## config.mk

```make
export PLATFORM = sky130hd
export DESIGN_NAME = rua_run_ctrl
export DESIGN_NICKNAME = d
export VERILOG_FILES = /design/src/rtl/rua_run_ctrl.sv
export SDC_FILE = /design/constraint.sdc
export NUM_CORES = 1
export LEC_CHECK = 0
export CORE_ASPECT_RATIO = 2
export CORE_MARGIN = 10
export CORE_UTILIZATION = 40
export DETAILED_ROUTE_END_ITERATION = 12
export GPL_TIMING_DRIVEN = 0
export PLACE_DENSITY_LB_ADDON = 0.08
export SYNTH_ARGS = -nofsm -noshare
export SYNTH_HDL_FRONTEND = slang
export SYNTH_SLANG_ARGS = --single-unit
```

## constraint.sdc

```tcl
create_clock -name clk -period 5.3 [get_ports clk]
set_input_delay 0.53 -clock clk [delete_from_list [all_inputs] [get_ports clk]]
set_output_delay 0.53 -clock clk [all_outputs]
set_load 0.01 [all_outputs]
```

## src/rtl/rua_run_ctrl.sv

```systemverilog
// rua_run_ctrl
//   Run controller for the rua core. Holds the core in reset for a fixed
//   number of cycles, then runs it while counting cycles. It stops the run on
//   the first of three end-of-program events: a store to the tohost address,
//   a stalled PC, or the cycle budget running out. The verdict is then frozen
//   until the next reset.
//
//   state | meaning
//   ------+-------------------------------------------------------------
//   HOLD  | core held in reset, hold counter running
//   RUN   | core released, cycles counted, exit checks active
//   DONE  | core frozen in reset, verdict outputs held until rst
//
// Ports
//   clk        in   clock, rising edge
//   rst        in   synchronous reset, active low
//   pc         in   current core PC
//   mem_we     in   core data-store strobe
//   mem_addr   in   store address
//   mem_wdata  in   store data
//   core_rst   out  active-high reset to the core
//   running    out  high while in RUN
//   done       out  sticky end-of-program flag
//   pass       out  tohost store with data == 1
//   cause      out  0 none, 1 tohost, 2 stall, 3 timeout
//   exit_code  out  mem_wdata >> 1 of the tohost store, else 0
//   cycles     out  RUN cycles elapsed, saturating
module rua_run_ctrl #(
  parameter int unsigned     XLEN         = 32,
  parameter int unsigned     CNT_W        = 32,
  parameter int unsigned     RESET_CYCLES = 2,
  parameter int unsigned     MAX_CYCLES   = 100,
  parameter int unsigned     STALL_LIMIT  = 16,
  parameter logic [XLEN-1:0] TOHOST_ADDR  = 32'h0000_FFF0
) (
  input  logic             clk,
  input  logic             rst,
  input  logic [XLEN-1:0]  pc,
  input  logic             mem_we,
  input  logic [XLEN-1:0]  mem_addr,
  input  logic [XLEN-1:0]  mem_wdata,
  output logic             core_rst,
  output logic             running,
  output logic             done,
  output logic             pass,
  output logic [1:0]       cause,
  output logic [XLEN-1:0]  exit_code,
  output logic [CNT_W-1:0] cycles
);

  // Counters only ever need to reach LIMIT-1, so clog2(LIMIT) bits suffice.
  localparam int unsigned HOLD_W  = (RESET_CYCLES > 1) ? $clog2(RESET_CYCLES) : 1;
  localparam int unsigned STALL_W = (STALL_LIMIT  > 1) ? $clog2(STALL_LIMIT)  : 1;

  localparam logic [HOLD_W-1:0]  HOLD_LAST  = HOLD_W'(RESET_CYCLES - 1);
  localparam logic [STALL_W-1:0] STALL_LAST = STALL_W'(STALL_LIMIT - 1);
  localparam logic [CNT_W-1:0]   TMO_LAST   = CNT_W'(MAX_CYCLES - 1);
  localparam logic               STALL_EN   = (STALL_LIMIT != 0);
  localparam logic               TMO_EN     = (MAX_CYCLES != 0);

  typedef enum logic [1:0] {
    S_HOLD = 2'd0,
    S_RUN  = 2'd1,
    S_DONE = 2'd2
  } state_t;

  state_t             state;
  logic [HOLD_W-1:0]  hold_cnt;
  logic [STALL_W-1:0] stall_cnt;
  logic [XLEN-1:0]    prev_pc;

  logic pc_same;
  logic tohost_hit;
  logic stall_hit;
  logic tmo_hit;

  assign pc_same    = (pc == prev_pc);
  assign tohost_hit = mem_we && (mem_addr == TOHOST_ADDR);
  // stall_cnt holds the number of equal comparisons already seen, so the
  // current equal comparison is the STALL_LIMIT-th one.
  assign stall_hit  = STALL_EN && pc_same && (stall_cnt == STALL_LAST);
  // The exiting cycle is still counted, so cycles lands exactly on the budget.
  assign tmo_hit    = TMO_EN && (cycles == TMO_LAST);

  always_ff @(posedge clk) begin
    if (!rst) begin
      state     <= S_HOLD;
      hold_cnt  <= '0;
      stall_cnt <= '0;
      prev_pc   <= '0;
      core_rst  <= 1'b1;
      running   <= 1'b0;
      done      <= 1'b0;
      pass      <= 1'b0;
      cause     <= 2'd0;
      exit_code <= '0;
      cycles    <= '0;
    end else begin
      case (state)
        S_HOLD: begin
          core_rst <= 1'b1;
          running  <= 1'b0;
          if (hold_cnt == HOLD_LAST) begin
            state     <= S_RUN;
            core_rst  <= 1'b0;
            running   <= 1'b1;
            cycles    <= '0;
            stall_cnt <= '0;
            prev_pc   <= pc;
          end else begin
            hold_cnt <= hold_cnt + HOLD_W'(1);
          end
        end

        S_RUN: begin
          prev_pc <= pc;
          if (cycles != '1) begin
            cycles <= cycles + CNT_W'(1);
          end
          if (pc_same) begin
            stall_cnt <= stall_cnt + STALL_W'(1);
          end else begin
            stall_cnt <= '0;
          end

          if (tohost_hit || stall_hit || tmo_hit) begin
            state    <= S_DONE;
            done     <= 1'b1;
            running  <= 1'b0;
            core_rst <= 1'b1;
          end

          // Priority: tohost, then stall, then timeout. pass and exit_code
          // stay at their reset value of 0 for the non-tohost exits.
          if (tohost_hit) begin
            cause     <= 2'd1;
            pass      <= (mem_wdata == XLEN'(1));
            exit_code <= mem_wdata >> 1;
          end else if (stall_hit) begin
            cause <= 2'd2;
          end else if (tmo_hit) begin
            cause <= 2'd3;
          end
        end

        S_DONE: begin
          core_rst <= 1'b1;
          running  <= 1'b0;
          done     <= 1'b1;
        end

        default: begin
          state <= S_HOLD;
        end
      endcase
    end
  end

endmodule

```

# --- Word level (Yosys, flattened, before mapping) ---
# Cells that the tools add are included.
op_classes:
  addsub: 3
  eq_ne: 11
  mux: 22
  bitwise: 1
  n_reduce_logical: 16
ops:
  columns: ["operator", "n"]
  rows:
  - ["$pmux 32 s2", 2]
  - ["$mux 32", 3]
  - ["$add 32x1->32 const B", 1]
  - ["$eq 32x1->1 const B", 1]
  - ["$eq 32x16->1 const B", 1]
  - ["$eq 32x32->1", 1]
  - ["$eq 32x7->1 const B", 1]
  - ["$ne 32x32->1 const B", 1]
  - ["$mux 2", 5]
  - ["$reduce_and 2->1", 5]
  - ["$mux 4", 2]
  - ["$pmux 4 s2", 1]
  - ["$ne 2x2->1 const B", 3]
  - ["$pmux 1 s3", 2]
  - ["$pmux 2 s3", 1]
  - ["$reduce_and 3->1", 2]
  - ["$reduce_bool 3->1", 2]
  - ["$mux 1", 5]
  - ["$add 4x1->4 const B", 1]
  - ["$eq 4x4->1 const B", 1]
  - ["$reduce_bool 2->1", 2]
  - ["$eq 2x1->1 const B", 1]
  - ["$eq 2x2->1 const B", 1]
  - ["$logic_and 1x1->1", 2]
  - ["5 further kinds", 6]
word_totals:
  register_bits: 108
  inputBits: 99
  output_inout_bits: 70
  wordCells: 64

# --- Depth between registers and ports, before layout ---
depth:
  ltp_word: 6
  ltp_mapped: 10
  ltp_nobuf: 8

# --- Least setup slack after synthesis ---
# Ideal clock, no wire load.
synth_path:
  path_type: "flip-flop to flip-flop"
  from: "register state[0]"
  to: "register cycles[27]"
  setup_time_ns: 0.128
  arrival_ns: 2.113
  t_required_ns: 5.172
  slack_ns: 3.059
  stages_incl_launch_ff: 10
  n_path_buf: 1
  period_less_slack_ns: 2.241
  path_cell_list: "dfxtp_1 -> inv_1 -> ha_1 -> buf_4 -> mux2i_1 -> or4_4 -> a2111oi_4 -> nand3_1 -> xor2_1 -> nor2_1"
synth_between:
  elab_chain_cells: 3
  elab_cells_between_ends: 7
  cone_classes: "eq/ne (3); mux (1); reduce/logical (3)"
synth_lines:
  columns: ["item", "line", "rtl"]
  rows:
  - ["start, declared", "67", "state_t state;"]
  - ["start signal, assigned", "87", "state <= S_HOLD;"]
  - ["start signal, assigned", "104", "state <= S_RUN;"]
  - ["start signal, assigned", "127", "state <= S_DONE;"]
  - ["$eq 2x1->1 / $logic_not 2->1 (equally long branches)", "99", "case (state)"]
  - ["$ne 2x2->1 (no line) / $reduce_bool 2->1 (equally long branches)", null, null]
  - ["$reduce_and 3->1 (no line)", null, null]
  - ["end signal, assigned", "118", "cycles <= cycles + CNT_W'(1);"]
  - ["end, declared", "48", "output logic [CNT_W-1:0] cycles"]
# Parallel ways exist; a longest one is shown, timed or not.
# A chain may end at the register's enable or synchronous reset.

# --- Worst setup path in the final report ---
layout_path:
  from: "register state[0]"
  to: "register cycles[14]"
# Same word-level chain as after synthesis.

==> flow_metrics.tcl <==
set metrics [dict create \
    power.internal_w 0.00144 \
    yosysTopAreaCell "dfxtp_1" \
    hold_buffers 0 \
    critPathArrivalTime_ns 2.85 \
    yosys-top-cells-count "nand2_1 (148), dfxtp_1 (108), xor2_1 (56), a21oi_1 (47), nor2_1 (35)" \
    drtAntennaViolNets 0 \
    sw_frac_of_total 0.233 \
    routedWlPerCell_microns 17.2 \
    clk_pin_slew_worst_paths_ns 0.07 \
    outcome "completed" \
    dp_slack_ns 2.43 \
    htreeDepth 3 \
    cts-buffers-inserted 9 \
    ys_async_sr_fraction 0 \
    initial_core_util 0.406 \
    critPathLaunchType "register" \
    ys_top_cells_by_area "dfxtp_1 (44%), nand2_1 (11%), xor2_1 (10%)" \
    hp-class "reg2reg" \
    synth-seq-cells 108 \
    rows 57 \
    yosys_warnings 0 \
    grt_pass1_wl_mm 25.2 \
    powerDensity_nw_per_um2 264 \
    clkLatencyLatePin_ns 0.34 \
    grt_setup_unrepaired "false" \
    clkSinkCount 108 \
    cts_tree "built" \
    p_leak_nw 2.55 \
    crit_path_max_fanout 10 \
    hold_depth 2 \
    max-slew-margin-rel 0.619 \
    finalMaxSlewViolations 0 \
    critical_path_class "reg2reg" \
    die_x_microns 98.5 \
    die_h_microns 177 \
    syn_area_sq_um 4930 \
    final-seq-area_sq_um 2160 \
    antenna_found_initial 0 \
    hold_viol 0 \
    drc 0 \
    clockBufferDepth 2 \
    vias_per_cell 5.19 \
    grt_pass1_vias 5063 \
    timing.setup.tns_ns 0 \
    n_antenna_cell 0 \
    synth.most_common_cell "nand2_1" \
    drive_gt1_frac 0.0347 \
    ctsResizeCount 0 \
    place_congestion 0.868 \
    synthCells 595 \
    synth_area_per_cell_sq_um 8.28 \
    dieArea_sq_um 17400 \
    min_period_ns 2.64 \
    fillers 1134 \
    ys_types 51 \
    ios 169 \
    vias 4800 \
    syn2layout_area_growth_pct 44.6 \
    post-route-period-util 0.498 \
    drt_iter0_drc 127 \
    grt.total_usage 0.176 \
    crit_path_end_kind "register" \
    p_sw_w 0.000438 \
    grt_overflow 0 \
    worstMarginPinSlew_ns 0.557 \
    synth_top_area_share 0.439 \
    power_frac_seq 0.460 \
    wirelength_mm 15.9 \
    ir_drop_mv 0.206 \
    syn-num-nets 700 \
    cap_violations 0 \
    power.clock.fraction 0.406 \
    grt_max_degree 17 \
    fmax_mhz 379 \
    setup_viol 0 \
    crit_required_ns 5.51 \
    pwr-share-comb 0.135 \
    yosysSeqAreaShare 0.439 \
    nets 878 \
    reg2regPathDepth 10 \
    io_buffers 167 \
    dr.pass1.iters 5 \
    multi_input_comb_area_sq_um 2610 \
    layout_setup_ws_ns 2.66 \
    clockRootBuffer "clkbuf_16" \
    synth_ff_type "dfxtp_1" \
    postCtsSetupBuffers 0 \
    finClkSkew_ns 0.0104 \
    synth_edf_count 0 \
    core_sq_um 12100 \
    hpwl_mm 13.0 \
]
## state kept, by name, summed over array words and instances (netlist names)
| register | count |
|---|---|
| cause | 2 |
| core_rst | 1 |
| cycles | 32 |
| done | 1 |
| exit_code | 31 |
| hold_cnt | 1 |
| pass | 1 |
| prev_pc | 32 |
| running | 1 |
| stall_cnt | 4 |
| state | 2 |
## through the flow
step / cell area, sq um / instances / total power (W) / hold WS [ns] / util
after floorplan: 4930 / 595 / 0.000998 / 0.444 / -
after global placement: 6780 / 909 / 0.00113 / 0.437 / 0.559
after detailed placement: 6780 / 909 / 0.00114 / 0.443 / 0.559
after CTS: 7120 / 924 / 0.00190 / 0.455 / 0.588
after global routing: 7120 / 924 / 0.00195 / 0.475 / 0.588
final: 7120 / 924 / 0.00188 / 0.450 / 0.588
## final cells by class
class,count,share of cell area
multi-input combinational,450,0.367
timing repair buffer,167,0.235
clock buffer,11,0.0341
clock inverter,4,0.0137
sequential,108,0.304
tap,147,0.0258
inverter,9,0.00474
buffer,28,0.0165
## cell families after synthesis
logic type	Yosys count	synth area share
simple gates	280	0.271
flops	108	0.439
compound gates	100	0.131
xor+xnor	61	0.108
buf+inv	37	0.0307
fa+ha+maj	6	0.0152
mux	2	0.00406
other cells	1	0.000761
## placed cells by master (no fill, tap or decap), drive strengths merged, types with 3 or more instances in the layout
master         count
a21boi            25
a21oi             47
a31oi              3
and2               4
and3               4
and4               9
buf                7
bufinv             3
clkbuf            32
clkdlybuf4s50    167
dfxtp            108
ha                 6
inv                8
nand2            148
nand3             13
nand4             17
nor2              35
nor3               5
nor4              26
o21ai             11
or3                7
or4                4
xnor2              5
xor2              56
## worst paths after layout
path / start / end / slack [ns]
setup / recovery: state[0] / cycles[14] / 2.66
hold / removal: exit_code[13] / exit_code[13] / 0.45
setup reg to reg: state[0] / cycles[14] / 2.66
hold reg to reg: exit_code[13] / exit_code[13] / 0.45
## layer usage
metal / share of wire / up-vias / track usage
li1: - / 2409 / -
met1: 0.35 / 2220 / 0.163
met2: 0.56 / 143 / 0.341
met4: 0.033 / 0 / 0.0810
met3: 0.061 / 28 / 0.0489
met5: 0 / - / 0
## power by group through the flow
stage	clock, W	combinational, W	sequential [W]
3_5_place_dp	0	0.000256	0.000881
2_1_floorplan	0	0.000119	0.000879
6_report	0.000762	0.000253	0.000863
3_3_place_gp	0	0.000251	0.000880
5_1_grt	0.000808	0.000280	0.000866
4_1_cts	0.000783	0.000258	0.000863
## worst max-delay path, stage by stage, from the launching register on
cell	delay, ns
dfxtp_1	0.40
inv_1	0.09
ha_1	0.20
buf_4	0.15
mux2i_1	0.16
buf_1	0.30
a31oi_1	0.47
buf_2	0.34
nand4_1	0.17
xor2_1	0.17
nor2_1	0.05
Power figures use the tool's default switching activity.
